**src/rtl/uart_rx_fifo.sv**
```systemverilog
// Receive-side FWFT byte FIFO behind the UART receiver, with level/almost-full,
// sticky overflow and a saturating framing-error counter. Define UART_RX_FIFO_TIMEOUT_EN for the idle timeout.
module uart_rx_fifo #(
  parameter int DEPTH     = 16,
  parameter int AF_THRESH = 12
`ifdef UART_RX_FIFO_TIMEOUT_EN
  , parameter int TIMEOUT_CLKS = 64
`endif
) (
  input  logic                     clk,
  input  logic                     rst,
  input  logic [7:0]               rx_data,
  input  logic                     rx_done,
  input  logic                     rx_err,
  output logic [7:0]               rd_data,
  output logic                     rd_valid,
  input  logic                     rd_ready,
  output logic [$clog2(DEPTH):0]   level,
  output logic                     almost_full,
  output logic                     overflow,
  input  logic                     overflow_clr,
  output logic [7:0]               err_count,
  input  logic                     err_clr
`ifdef UART_RX_FIFO_TIMEOUT_EN
  , output logic                   timeout
`endif
);

  localparam int PW = $clog2(DEPTH);
  localparam int LW = $clog2(DEPTH) + 1;
  localparam logic [LW-1:0] FULL = LW'(DEPTH);
  localparam logic [LW-1:0] AF   = LW'(AF_THRESH);

  logic [7:0]    mem_q [DEPTH];
  logic [7:0]    mem_d [DEPTH];
  logic [PW-1:0] wr_ptr_q, wr_ptr_d;
  logic [PW-1:0] rd_ptr_q, rd_ptr_d;
  logic [LW-1:0] level_q, level_d;
  logic          almost_full_q, almost_full_d;
  logic          overflow_q, overflow_d;
  logic [7:0]    err_count_q, err_count_d;
  logic          err_prev_q, err_prev_d;
  logic          do_read, do_write, err_edge;

  assign rd_valid    = (level_q != '0);
  assign rd_data     = mem_q[rd_ptr_q];
  assign level       = level_q;
  assign almost_full = almost_full_q;
  assign overflow    = overflow_q;
  assign err_count   = err_count_q;

  // A read in the same cycle frees a slot, so a full FIFO still accepts the byte.
  always_comb begin
    do_read  = rd_valid & rd_ready;
    do_write = rx_done & ((level_q != FULL) | do_read);
    err_edge = rx_err & ~err_prev_q;

    mem_d    = mem_q;
    wr_ptr_d = wr_ptr_q;
    rd_ptr_d = rd_ptr_q;
    level_d  = level_q;

    if (do_write) begin
      mem_d[wr_ptr_q] = rx_data;
      wr_ptr_d        = wr_ptr_q + 1'b1;
    end
    if (do_read) begin
      rd_ptr_d = rd_ptr_q + 1'b1;
    end
    if (do_write && !do_read) begin
      level_d = level_q + 1'b1;
    end else if (do_read && !do_write) begin
      level_d = level_q - 1'b1;
    end

    almost_full_d = (level_d >= AF);

    overflow_d = overflow_q;
    if (rx_done && (level_q == FULL) && !do_read) begin
      overflow_d = 1'b1;
    end else if (overflow_clr) begin
      overflow_d = 1'b0;
    end

    err_prev_d  = rx_err;
    err_count_d = err_count_q;
    if (err_clr) begin
      err_count_d = err_edge ? 8'd1 : 8'd0;
    end else if (err_edge && (err_count_q != 8'hFF)) begin
      err_count_d = err_count_q + 8'd1;
    end
  end

  always_ff @(posedge clk) begin
    if (rst) begin
      for (int i = 0; i < DEPTH; i++) begin
        mem_q[i] <= '0;
      end
      wr_ptr_q      <= '0;
      rd_ptr_q      <= '0;
      level_q       <= '0;
      almost_full_q <= 1'b0;
      overflow_q    <= 1'b0;
      err_count_q   <= '0;
      err_prev_q    <= 1'b0;
    end else begin
      mem_q         <= mem_d;
      wr_ptr_q      <= wr_ptr_d;
      rd_ptr_q      <= rd_ptr_d;
      level_q       <= level_d;
      almost_full_q <= almost_full_d;
      overflow_q    <= overflow_d;
      err_count_q   <= err_count_d;
      err_prev_q    <= err_prev_d;
    end
  end

`ifdef UART_RX_FIFO_TIMEOUT_EN
  typedef enum logic [1:0] {IDLE, COUNT, FIRED} to_state_e;

  to_state_e   state_q, state_d;
  logic [15:0] cnt_q, cnt_d;

  always_ff @(posedge clk) begin
    if (rst) begin
      state_q <= IDLE;
      cnt_q   <= '0;
    end else begin
      state_q <= state_d;
      cnt_q   <= cnt_d;
    end
  end

  // Emptying wins over everything; a write always restarts the count from zero.
  always_comb begin
    state_d = state_q;
    cnt_d   = cnt_q;
    if (level_d == '0) begin
      state_d = IDLE;
      cnt_d   = '0;
    end else if (do_write) begin
      state_d = COUNT;
      cnt_d   = '0;
    end else begin
      case (state_q)
        IDLE: begin
          state_d = COUNT;
          cnt_d   = '0;
        end
        COUNT: begin
          if (cnt_q == 16'(TIMEOUT_CLKS - 1)) begin
            state_d = FIRED;
          end else begin
            cnt_d = cnt_q + 16'd1;
          end
        end
        default: ;
      endcase
    end
  end

  always_comb begin
    timeout = (state_q == FIRED);
  end
`endif

endmodule

```
**config.mk**
```make
export PLATFORM = sky130hd
export DESIGN_NAME = uart_rx_fifo
export DESIGN_NICKNAME = d
export VERILOG_FILES = /design/src/rtl/uart_rx_fifo.sv
export SDC_FILE = /design/constraint.sdc
export NUM_CORES = 1
export LEC_CHECK = 0
export CORE_UTILIZATION = 45
export CTS_BUF_LIST = sky130_fd_sc_hd__clkbuf_8
export DETAILED_ROUTE_END_ITERATION = 10
export PLACE_DENSITY_LB_ADDON = 0.08
export SETUP_SLACK_MARGIN = 0.15
export SKIP_LAST_GASP = 1
export SYNTH_ARGS = -nofsm -noshare
export SYNTH_HDL_FRONTEND = slang
export SYNTH_SLANG_ARGS = --single-unit
```
**constraint.sdc**
```tcl
create_clock -name clk -period 2.46 [get_ports clk]
set_input_delay 0.369 -clock clk [delete_from_list [all_inputs] [get_ports clk]]
set_output_delay 0.369 -clock clk [all_outputs]
set_load 0.01 [all_outputs]
```
## Word level (Yosys, flattened, before mapping)

Cells that the tools add are included.

| storage, ports and cells | value |
|---|---|
| output and inout bits | 24 |
| bits of input ports | 15 |
| register bits | 152 |
| word-level logic and storage cells | 66 |

| cells by class | value |
|---|---|
| eq/ne operators | 3 |
| add/subtract/negate cells | 5 |
| $lt $le $gt $ge | 4 |
| reductions and logical operators | 11 |
| multiplexer cells | 13 |
| bitwise logic cells | 7 |

Operators by type and width:

| kind | number |
|---|---|
| $bwmux W128 | 1 |
| $mux W8 | 5 |
| $bmux W8 S4 | 1 |
| $demux W8 S4 | 1 |
| $ge A5 B5 Y1 const B | 2 |
| $mux W5 | 2 |
| $not A4 Y5 | 2 |
| $add A4 B1 Y4 const B | 2 |
| $add A8 B1 Y8 const B | 1 |
| $ne A8 B8 Y1 const B | 1 |
| $logic_and A1 B1 Y1 | 6 |
| $add A5 B1 Y5 const B | 1 |
| $eq A5 B5 Y1 const B | 1 |
| $ge A5 B4 Y1 const B | 1 |
| $lt A5 B1 Y1 const B | 1 |
| $ne A5 B5 Y1 const B | 1 |
| $reduce_bool A5 Y1 | 1 |
| $sub A5 B1 Y5 const B | 1 |
| $reduce_bool A2 Y1 | 2 |
| $and A1 B1 Y1 | 3 |
| $mux W1 | 3 |
| $logic_not A1 Y1 | 2 |
| $not A1 Y1 | 1 |
| $or A1 B1 Y1 | 1 |

## Longest topological paths before layout

Gate-level depths: netlist of run 1.

| depth | value |
|---|---|
| depth after elaboration | 9 |
| mapped depth | 8 |
| depth with buffers taken out | 7 |

## Worst setup path before layout of run 1

OpenSTA, ideal clock, no wires.

| timing | value |
|---|---|
| kind | reg-to-output |
| start | register rd_ptr_q[1] |
| end | output rd_data[0] |
| path slack | 365 ps |
| cell stages (with the launch flop) | 5 |
| buffers on the path | 2 |
| data arrival time | 1726 ps |
| required time | 2091 ps |
| path through | dfxtp_1 clkbuf_1 clkbuf_1 mux4_2 mux4_2 |

| on the way | value |
|---|---|
| word-level cells in the longest chain between the ends | 4 |

RTL lines:

| element | RTL line | source |
|---|---|---|
| from (decl) | 37 | `logic [PW-1:0] rd_ptr_q, rd_ptr_d;` |
| from (signal assigned) | 109 | `rd_ptr_q <= rd_ptr_d;` |
| $not A4 Y5 (implied by the code) | 46 | `assign rd_data = mem_q[rd_ptr_q];` |
| $bmux W8 S4 | 46 |  |
| $mux W8 (implied by the code) (2 in a row) | 46 |  |
| to (decl) | 15 | `output logic [7:0] rd_data,` |

Every way passes these cells. The select of a mux whose other input is x is not followed.

## Worst setup path after layout of run 1

| timing | value |
|---|---|
| start | register rd_ptr_q[0] |
| end | output rd_data[5] |

The elaborated chain is that of the path after synthesis.

==> results of run 1 <==
==> path summary, 6_finish.rpt <==
path,cells past startpoint,start,end
min reg2reg,2,overflow$_SDFFE_PP0P_,overflow$_SDFFE_PP0P_
min,2,rst,mem_q[30]$_SDFFE_PP0P_
max reg2reg,7,level[1]$_SDFF_PP0_,mem_q[124]$_SDFFE_PP0P_
max,5,rd_ptr_q[0]$_SDFFE_PP0P_,rd_data[5]
==> metrics by stage <==
step / utilization (%) / hold slack, ns / area (um^2) / setup TNS (ns)
after floorplan: - / 0.458 / 7130 / 0
after global placement: 51.4 / 0.470 / 7870 / -0.0972
after detailed placement: 51.4 / 0.473 / 7870 / -0.211
after CTS: 55.2 / 0.291 / 8460 / -1.59
after global routing: 55.3 / 0.299 / 8470 / -1.98
final: 55.3 / 0.307 / 8470 / -1.36
==> cell type report <==
type	instances	area share (%)
tap	211	3.12
inverter	10	0.443
clock inverter	14	2.22
multi-input combinational	423	45.1
clock buffer	18	2.93
timing repair buffer	77	10.1
sequential	152	36.0
==> cells in the final DEF (no fill, tap or decap), types with 7 or more instances in the layout <==
cell type and n:
dfxtp_1 149, nor2_1 144, mux2i_1 131, mux4_2 40
clkdlybuf4s50_1 26, buf_4 24, clkbuf_8 18, o2111ai_4 13
buf_6 11, buf_12 11, inv_1 9, nand2_1 8
a21oi_1 7, ha_1 7
==> critical path, stage by stage (launching register included) <==
cell	delay [ns]
dfxtp_4	0.42
buf_12	0.13
buf_12	0.12
mux4_2	0.50
mux4_2	0.53
buf_6	0.15
==> cell families after synthesis <==
kind of cell / after synthesis
AOI/OAI and AO/OA: 49
xor gates and xnor gates: 10
adders and majority gates: 8
buffers and inverters: 59
DFF: 152
muxes: 171
and+or+nand+nor: 185
==> cell usage after synthesis (2+ instances only) <==
master / n
dfxtp_1: 152
nor2_1: 144
mux2i_1: 131
mux4_2: 40
clkbuf_1: 32
o2111ai_4: 13
inv_1: 9
ha_1: 8
nand2_1: 8
a21oi_1: 7
buf_4: 6
o21ai_0: 6
xor2_1: 6
nand3_1: 5
nor2b_1: 5
nor3_1: 5
and3_1: 4
buf_1: 4
buf_6: 4
o211ai_1: 4
o21a_1: 4
xnor2_1: 4
o2111ai_2: 3
a21o_1: 2
and2_1: 2
buf_2: 2
nand2b_1: 2
o2111ai_1: 2
o31ai_1: 2
or3_1: 2
==> layer usage <==
| metal | vias to the layer above | wire (um) |
|---|---|---|
| met2 | 116 | 8300 |
| met1 | 2402 | 8160 |
| met5 | - | 0 |
| met3 | 25 | 886 |
| li1 | 2357 | - |
| met4 | 0 | 331 |
==> registers in the layout, summed over array words and instances, names as in the netlist <==
register     flops
err_count        8
almost_full      1
overflow         1
rd_ptr_q         4
err_prev_q       1
wr_ptr_q         4
level            5
mem_q          128
==> timing repair <==
item | in CTS | in global routing
setup buffers | 5 | 0
cloned | 2 | 0
gates resized for setup | 55 | 1
setup endpoints to repair | 9 | 8
==> power by group through the flow <==
stage	registers [uW]	clock network, uW	logic (uW)
final	2590	2090	1060
after global routing	2600	2240	1130
after CTS	2590	2140	1070
after detailed placement	2640	0	903
after global placement	2640	0	881
after floorplan	2620	0	631
==> flow_summary_export.csv, run 1 <==
group,metric,value,unit
timing,slew_viol_final,0,
logic_synthesis,synth_compound_gate_area_share,8.54,%
power_and_ir_drop,pwr-share-clk,36.4,%
logic_synthesis,muxShareOfSynthArea,31.0,%
logic_synthesis,synth_top_area_share,42.7,%
logic_synthesis,post_synth_and_or_nand_nor_area_fraction,11.0,%
grt,gr-usage-met1,31.2,%
worst_setup_path,path_class,"reg -> out",
place,dp_hpwl,11.2,mm
clock_network,cts.sinks,152,
timing,slew_headroom,47.7,%
clock_network,cts_tree,"done",
worst_setup_path,worstSetupEndpointType,"output pin",
timing,skew,0.0179,ns
clock_network,hold_buffers,0,
logic_synthesis,ys_seq_area_share,42.7,%
place,port-buffer-count,38,
timing,timing.final.ws_setup,-0.208,ns
clock_network,cts-htree-levels,4,
power_and_ir_drop,p_sw_share,28.1,%
outcome,violations,"negative setup slack",
layout,area.growth.synth_to_final,18.7,%
outcome,outcome,"finished, violations left",
grt,top_usage_layer,"met2",
place,gp_congestion,0.791,
timing,fmax,375,MHz
logic_synthesis,synthAdderAreaFrac,1.40,%
timing,grt_setup_unrepaired,"yes",
logic_synthesis,synth_top_family_by_area,"multiplexers",
place,placed_cells,866,
layout,multi_input_comb_area,3820,um^2
logic_synthesis,synthArstFlopShare,0,%
logic_synthesis,ys_ff_latch,152,
power_and_ir_drop,switching_power,1610,uW
power_and_ir_drop,power_frac_seq,45.1,%
timing,setup_viol,8,
detailed_routing,drt_iter0_drc,315,
worst_setup_path,required,2.09,ns
job,drv_cap,0,
grt,met3_usage,5.80,%
power_and_ir_drop,power.density,677,nW/um^2
logic_synthesis,synth_cell_types,46,
floorplan,die_x,128,um
power_and_ir_drop,p_int,4120,uW
grt,first_global_vias,4771,
detailed_routing,totalWireLength,17.7,mm
power_and_ir_drop,totalPowerFinal,5730,uW
worst_setup_path,worstPathMaxFanout,6,
min_path,hold_class,"in -> reg",
layout,finalNetCount,704,
detailed_routing,postRouteAntennaNets,0,
floorplan,initial_core_util,46.6,%
logic_synthesis,synth_area_leaders,"dfxtp_1 43%, mux2i_1 18%, mux4_2 13%",
grt,gr-total-overflow,0,
power_and_ir_drop,p_leak,0.00388,uW
detailed_routing,firstDrtPassIters,5,
logic_synthesis,netlist_area,7130,um^2
clock_network,cts_buffer_depth,2,
grt,antenna_found_initial,0,
logic_synthesis,synth_edf_count,0,
logic_synthesis,syn_inst,634,
clock_network,numCtsBuffers,17,
worst_setup_path,rrSetupSlack,0.45,ns
grt,grt_pass1_wl,27.9,mm
detailed_routing,wl_per_cell,19.5,um
layout,antenna_cells,0,
floorplan,die-area,16400,um^2
worst_setup_path,cp_data_arrival_time,2.30,ns
timing,final.min_clock_period,2.67,ns
power_and_ir_drop,max-vdd-ir-drop,435,uV
floorplan,coreArea,15300,um^2
timing,period_share,108,%
detailed_routing,viasPerCell,5.41,
layout,nFillCells,1318,
layout,drive_gt1_share,21.3,%
layout,layout.cells.non_filler,905,
grt,grt_start_max_net_pins,116,
floorplan,ioPinCount,39,
timing,hold_violations,0,
floorplan,die_y,128,um
logic_synthesis,synth_flop_cell,"dfxtp_1",
power_and_ir_drop,pwr-share-comb,18.4,%
clock_network,path_clk_slew,0.09,ns
logic_synthesis,synth_nets,657,
grt,track_usage,23.2,%
logic_synthesis,yosysWarnings,0,
floorplan,std_cell_rows,45,
clock_network,clk_latency,0.46,ns
grt,met2_usage,36.5,%
place,place_ws,-0.0708,ns
timing,tightest_slew,0.775,ns
logic_synthesis,netlist.top_cell.by_area,"dfxtp_1",
detailed_routing,drc_errors,0,
logic_synthesis,syn_area_per_cell,11.2,um^2
clock_network,cts_root_buf,"clkbuf_8",
detailed_routing,vias,4900,
layout,regArea,3050,um^2
worst_setup_path,worstSetupStartpointType,"register",
logic_synthesis,synth_xor_area_share,1.23,%
Power figures use the tool's default switching activity.
==> inputs of run 2 (changes only) <==
--- a/config.mk
+++ b/config.mk
@@ -5,6 +5,7 @@
 export SDC_FILE = /design/constraint.sdc
 export NUM_CORES = 1
 export LEC_CHECK = 0
+export ABC_AREA = 1
 export CORE_UTILIZATION = 45
 export CTS_BUF_LIST = sky130_fd_sc_hd__clkbuf_8
 export DETAILED_ROUTE_END_ITERATION = 10
==> run 2 against run 1 <==
The run now ends clean; flip-flop and latch count unchanged; register-to-register slack hardly changed; utilization down 2.3 points; clock-buffer cell count up 2; first-iteration DRC count grew 31%; clock skew fell by 0.0095 ns; combinational power barely moved; critical path depth rose by 3; final cell count is 35% higher; wire length increased by 7.0%; largest power group unchanged; highest routed layer unchanged.
==> flow_summary_export.csv, run 2 <==
group,metric,value,unit
detailed_routing,drc_errors,0,
timing,grt_setup_unrepaired,"yes",
logic_synthesis,synth_nets,993,
grt,top_usage_layer,"met2",
floorplan,ioPinCount,39,
floorplan,die_x,128,um
place,placedInstanceArea,7680,um^2
detailed_routing,wl_per_cell,15.5,um
timing,hold_violations,0,
logic_synthesis,synthAdderAreaFrac,1.41,%
power_and_ir_drop,p_leak,0.00287,uW
logic_synthesis,ys_seq_area_share,42.9,%
clock_network,cts-htree-levels,4,
timing,final.min_clock_period,2.26,ns
timing,slew_headroom,54.7,%
worst_setup_path,worstSetupStartpointType,"register",
layout,area.growth.synth_to_final,14.4,%
logic_synthesis,ys_ff_latch,152,
clock_network,cts_root_buf,"clkbuf_8",
clock_network,numCtsBuffers,17,
grt,met2_usage,39.4,%
logic_synthesis,netlist_area,7100,um^2
logic_synthesis,synth_area_leaders,"dfxtp_1 43%, a21oi_1 15%, o21ai_0 12%",
layout,final_common_cell,"a21oi_1",
grt,grt_start_max_net_pins,67,
logic_synthesis,synth_edf_count,0,
worst_setup_path,path_class,"reg -> out",
timing,setup_viol,0,
layout,drive_gt1_share,10.7,%
logic_synthesis,synth_flop_cell,"dfxtp_1",
logic_synthesis,synth_top_family_by_area,"compound AO/OA/AOI/OAI gates",
timing,tightest_slew,0.678,ns
layout,antenna_cells,0,
worst_setup_path,worstPathMaxFanout,22,
floorplan,coreArea,15300,um^2
detailed_routing,vias,6347,
clock_network,clk_latency,0.45,ns
layout,final_cell_mix,"204 x a21oi_1, 153 x o21ai_0, 149 x dfxtp_1",
timing,slew_viol_final,0,
clock_network,cts.sinks,152,
logic_synthesis,netlist.top_cell.by_area,"dfxtp_1",
detailed_routing,firstDrtPassIters,4,
logic_synthesis,synth_common_cells,"208 x a21oi_1, 166 x o21ai_0, 152 x dfxtp_1, 130 x inv_1, 83 x nand3_1",
clock_network,cts_tree,"done",
worst_setup_path,required,2.09,ns
place,port-buffer-count,38,
min_path,hold_class,"reg -> reg",
floorplan,die-area,16300,um^2
logic_synthesis,synth_compound_gate_area_share,27.8,%
logic_synthesis,yosysMostFrequentCell,"a21oi_1",
clock_network,hold_buffers,0,
timing,fmax,442,MHz
detailed_routing,totalWireLength,18.9,mm
worst_setup_path,cp_data_arrival_time,1.89,ns
logic_synthesis,syn_inst,970,
logic_synthesis,synth_cell_types,27,
place,place_ws,0.182,ns
floorplan,initial_core_util,46.3,%
power_and_ir_drop,max-vdd-ir-drop,444,uV
layout,utilization,53.0,%
power_and_ir_drop,power.density,677,nW/um^2
grt,met3_usage,5.82,%
outcome,outcome,"finished clean",
grt,grt_pass1_wl,30.4,mm
place,gp_congestion,0.790,
grt,track_usage,24.2,%
logic_synthesis,synth_xor_area_share,0.370,%
grt,gr-total-overflow,0,
logic_synthesis,yosysWarnings,0,
worst_setup_path,worstSetupEndpointType,"output pin",
layout,final_area,8120,um^2
logic_synthesis,post_synth_and_or_nand_nor_area_fraction,15.2,%
grt,antenna_found_initial,0,
layout,regMostFlops,"mem_q",
detailed_routing,drt_iter0_drc,412,
grt,gr-usage-met1,32.1,%
clock_network,path_clk_slew,0.08,ns
logic_synthesis,synthArstFlopShare,0,%
timing,period_share,91.9,%
grt,first_global_vias,5710,
logic_synthesis,synth_top_area_share,42.9,%
logic_synthesis,muxShareOfSynthArea,0,%
timing,skew,0.00838,ns
detailed_routing,viasPerCell,5.21,
floorplan,die_y,128,um
floorplan,std_cell_rows,45,
place,dp_hpwl,12.1,mm
timing,totalNegativeSetupSlack,0,ns
logic_synthesis,syn_area_per_cell,7.32,um^2
job,drv_cap,0,
layout,largest_reg_flops,128,
detailed_routing,postRouteAntennaNets,0,
layout,finalNetCount,1017,
clock_network,cts_buffer_depth,2,
timing,timing.final.ws_setup,0.198,ns
run 2: cell types whose count changed after synthesis, moves of 18 or more:
| cell | delta |
|---|---|
| a21oi_1 | +201 |
| o21ai_0 | +160 |
| mux2i_1 | -131 |
| nor2_1 | -123 |
| inv_1 | +121 |
| nand3_1 | +78 |
| nand2_1 | +69 |
| mux4_2 | -40 |
| o21ai_1 | +18 |
run 2: kinds of logic after synthesis:
group / after synthesis
AOI/OAI and AO/OA: 393
xor gates and xnor gates: 3
adders and majority gates: 8
buffers and inverters: 205
DFF: 152
and+or+nand+nor: 209
run 2: routing by layer:
metal	routed length (um)	vias up
met5	0	-
met4	223	0
met3	897	16
met2	8690	114
met1	9110	2914
li1	-	3303
run 2: critical path, cell delays in order, from the launching register on:
cell	delay (ns)
dfxtp_4	0.40
clkinv_4	0.08
buf_8	0.16
a21oi_2	0.14
o21ai_0	0.11
nand3_1	0.11
nand3_2	0.10
nand2_1	0.11
clkdlybuf4s15_1	0.24
run 2: worst paths after layout:
check | from | endpoint | slack (ns) | depth (start not counted)
max | rd_ptr_q[0]$_SDFFE_PP0P_ | rd_data[3] | 0.20 | 8
min | mem_q[88]$_SDFFE_PP0P_ | mem_q[88]$_SDFFE_PP0P_ | 0.44 | 2
max reg2reg | level[1]$_SDFF_PP0_ | mem_q[80]$_SDFFE_PP0P_ | 0.46 | 9
min reg2reg | mem_q[88]$_SDFFE_PP0P_ | mem_q[88]$_SDFFE_PP0P_ | 0.44 | 2
run 2: what timing repair did:
action | CTS | global route
endpoints found under the setup margin | 8 | 13
gates resized for setup | 28 | 26
buffers inserted | 0 | 1
gates cloned | 0 | 1
run 2: cell type report:
| class | count | area, um^2 |
|---|---|---|
| sequential | 152 | 3050 |
| inverter | 135 | 512 |
| clock buffer | 20 | 275 |
| clock inverter | 12 | 108 |
| fill | 1548 | 7190 |
| multi-input combinational | 613 | 3200 |
| tap | 211 | 264 |
| timing repair buffer | 75 | 717 |
run 2: through the flow:
stage          power, uW  std cells  hold WS, ns
2_1_floorplan       3260        970        0.420
3_3_place_gp        3660       1184        0.427
3_5_place_dp        3660       1184        0.431
4_1_cts             5510       1216        0.426
5_1_grt             5780       1218        0.458
6_report            5490       1218        0.441
run 2: power by group:
group | internal, uW | total, uW | switching (uW)
clock network | 960 | 1860 | 902
logic | 404 | 1070 | 666
registers | 2520 | 2560 | 44.1
total | 3880 | 5490 | 1610
==> inputs of run 3 (changes only) <==
--- a/config.mk
+++ b/config.mk
@@ -9,7 +9,6 @@
 export CORE_UTILIZATION = 45
 export CTS_BUF_LIST = sky130_fd_sc_hd__clkbuf_8
 export DETAILED_ROUTE_END_ITERATION = 10
-export PLACE_DENSITY_LB_ADDON = 0.08
 export SETUP_SLACK_MARGIN = 0.15
 export SKIP_LAST_GASP = 1
 export SYNTH_ARGS = -nofsm -noshare
==> run 3 against run 2 <==
Utilization up 1.9 points; wire length increased by 5.2%; sequential power about the same; first-iteration DRC count grew 49%; die area did not move; highest routed layer unchanged; clock-buffer cell count rose by 1; sequential share of layout area fell by 1.3 points; clock skew is 0.0020 ns higher; flip-flop and latch count unchanged.
==> flow_summary_export.csv, run 3 (synthesis results as in run 2) <==
group,metric,value,unit
layout,nFillCells,1515,
layout,utilization,55.0,%
floorplan,die_y,128,um
min_path,hold_class,"in -> reg",
worst_setup_path,crit_top_cell,"nand3_1",
place,gp_congestion,0.818,
clock_network,cts.sinks,152,
clock_network,cts_buffer_depth,2,
layout,drive_gt1_share,12.4,%
timing,tightest_slew,0.735,ns
place,dp_hpwl,11.9,mm
floorplan,die-area,16300,um^2
floorplan,std_cell_rows,45,
timing,totalNegativeSetupSlack,0,ns
timing,slew_viol_final,0,
layout,final_cell_mix,"202 x a21oi_1, 148 x dfxtp_1, 144 x o21ai_0",
timing,skew,0.0103,ns
grt,grt_start_max_net_pins,117,
clock_network,cts_tree,"done",
grt,gr-usage-met1,35.3,%
power_and_ir_drop,power.density,703,nW/um^2
layout,area.growth.synth_to_final,18.6,%
timing,grt_setup_unrepaired,"yes",
grt,track_usage,25.5,%
worst_setup_path,worstPathMaxFanout,17,
timing,fmax,437,MHz
detailed_routing,vias,6489,
clock_network,cts-htree-levels,4,
worst_setup_path,worstSetupEndpointType,"output pin",
layout,antenna_cells,0,
worst_setup_path,cp_slowest_cell,"dfxtp_2",
detailed_routing,postRouteAntennaNets,0,
worst_setup_path,cp_top_family,"buffers and inverters",
detailed_routing,totalWireLength,19.9,mm
timing,final.min_clock_period,2.29,ns
detailed_routing,viasPerCell,5.31,
clock_network,path_clk_slew,0.08,ns
power_and_ir_drop,max-vdd-ir-drop,374,uV
grt,top_usage_layer,"met2",
floorplan,coreArea,15300,um^2
clock_network,numCtsBuffers,17,
worst_setup_path,worstSetupStartpointType,"register",
outcome,outcome,"finished clean",
worst_setup_path,crit_chain,"buf_4 -> buf_16 -> a21oi_1 -> o21ai_0 -> nand3_1 -> nand3_1 -> nand2_1 -> clkdlybuf4s15_1",
detailed_routing,wl_per_cell,16.3,um
grt,antenna_found_initial,0,
power_and_ir_drop,p_leak,0.00297,uW
timing,timing.final.ws_setup,0.172,ns
floorplan,initial_core_util,46.3,%
detailed_routing,drc_errors,0,
detailed_routing,drt_iter0_drc,613,
timing,slew_headroom,50.9,%
worst_setup_path,max_stage_delay,0.33,ns
grt,gr-total-overflow,0,
worst_setup_path,required,2.09,ns
grt,met2_usage,40.0,%
floorplan,die_x,128,um
place,place_ws,0.192,ns
grt,first_global_vias,5759,
detailed_routing,firstDrtPassIters,6,
clock_network,cts_root_buf,"clkbuf_8",
layout,largest_reg_flops,128,
layout,final_common_cell,"a21oi_1",
worst_setup_path,path_class,"reg -> out",
timing,hold_violations,0,
layout,regMostFlops,"mem_q",
worst_setup_path,cp_data_arrival_time,1.92,ns
layout,finalNetCount,1021,
job,drv_cap,0,
place,port-buffer-count,38,
floorplan,ioPinCount,39,
grt,grt_pass1_wl,31.8,mm
clock_network,clk_latency,0.46,ns
timing,period_share,93.0,%
worst_setup_path,path_buf_inv,3,
timing,setup_viol,0,
grt,met3_usage,3.73,%
-- run 3: cell types whose count changed in the layout (fill, tap and decap cells not counted), moves of 3 or more --
cell	delta
o21ai_0	-9
o21ai_2	+7
clkinv_2	-6
a21oi_4	+3
buf_16	+3
clkbuf_2	-3
clkdlybuf4s15_2	+3
o21ai_4	+3
-- run 3: cell type report --
cell class,count,area (um^2),share of cell area (%)
Clock buffer,21,289,3.43
Multi-Input combinational cell,613,3300,39.2
Inverter,135,507,6.02
Tap cell,211,264,3.14
Timing Repair Buffer,79,861,10.2
Sequential cell,152,3050,36.2
Clock inverter,11,154,1.83
-- run 3: timing repair --
item	4_1_cts	5_1_grt
gates cloned	3	2
setup endpoints to repair	9	9
pin swaps	2	2
gates resized for setup	66	15
setup buffers	2	2
hold buffers	0	0
-- run 3: path summary, 6_finish.rpt --
kind                             from                endpoint  slack [ns]  cells after the start
max          rd_ptr_q[0]$_SDFFE_PP0P_              rd_data[7]        0.17                      8
min                            rx_err   err_prev_q$_SDFF_PP0_        0.43                      3
max reg2reg       level[0]$_SDFF_PP0_  mem_q[91]$_SDFFE_PP0P_        0.42                      9
min reg2reg    mem_q[67]$_SDFFE_PP0P_  mem_q[67]$_SDFFE_PP0P_        0.44                      2
-- run 3: where the power goes --
group	switching [uW]	internal, uW	total [uW]
registers	38.0	2520	2560
clock network	923	1200	2120
logic	742	500	1240
-- run 3: metrics by stage --
| step | hold slack [ns] | std cells | instance area, um^2 | total power, uW |
|---|---|---|---|---|
| detailed placement | 0.433 | 1181 | 7670 | 3670 |
| CTS | 0.417 | 1218 | 8330 | 5880 |
| global route | 0.433 | 1222 | 8420 | 6170 |
| global placement | 0.429 | 1181 | 7670 | 3670 |
| finish | 0.427 | 1222 | 8420 | 5920 |
| floorplan | 0.420 | 970 | 7100 | 3260 |
-- run 3: per-layer routing --
layer,vias to the layer above,share of wire (%)
met4,0,2.2
met5,-,0
li1,3312,-
met3,30,4.5
met1,2967,48
met2,180,45
-- run 3: tightest hold or removal path: stages --
cell and delay, ns:
clkdlybuf4s50_1 0.39, inv_1 0.06, nor2_1 0.03
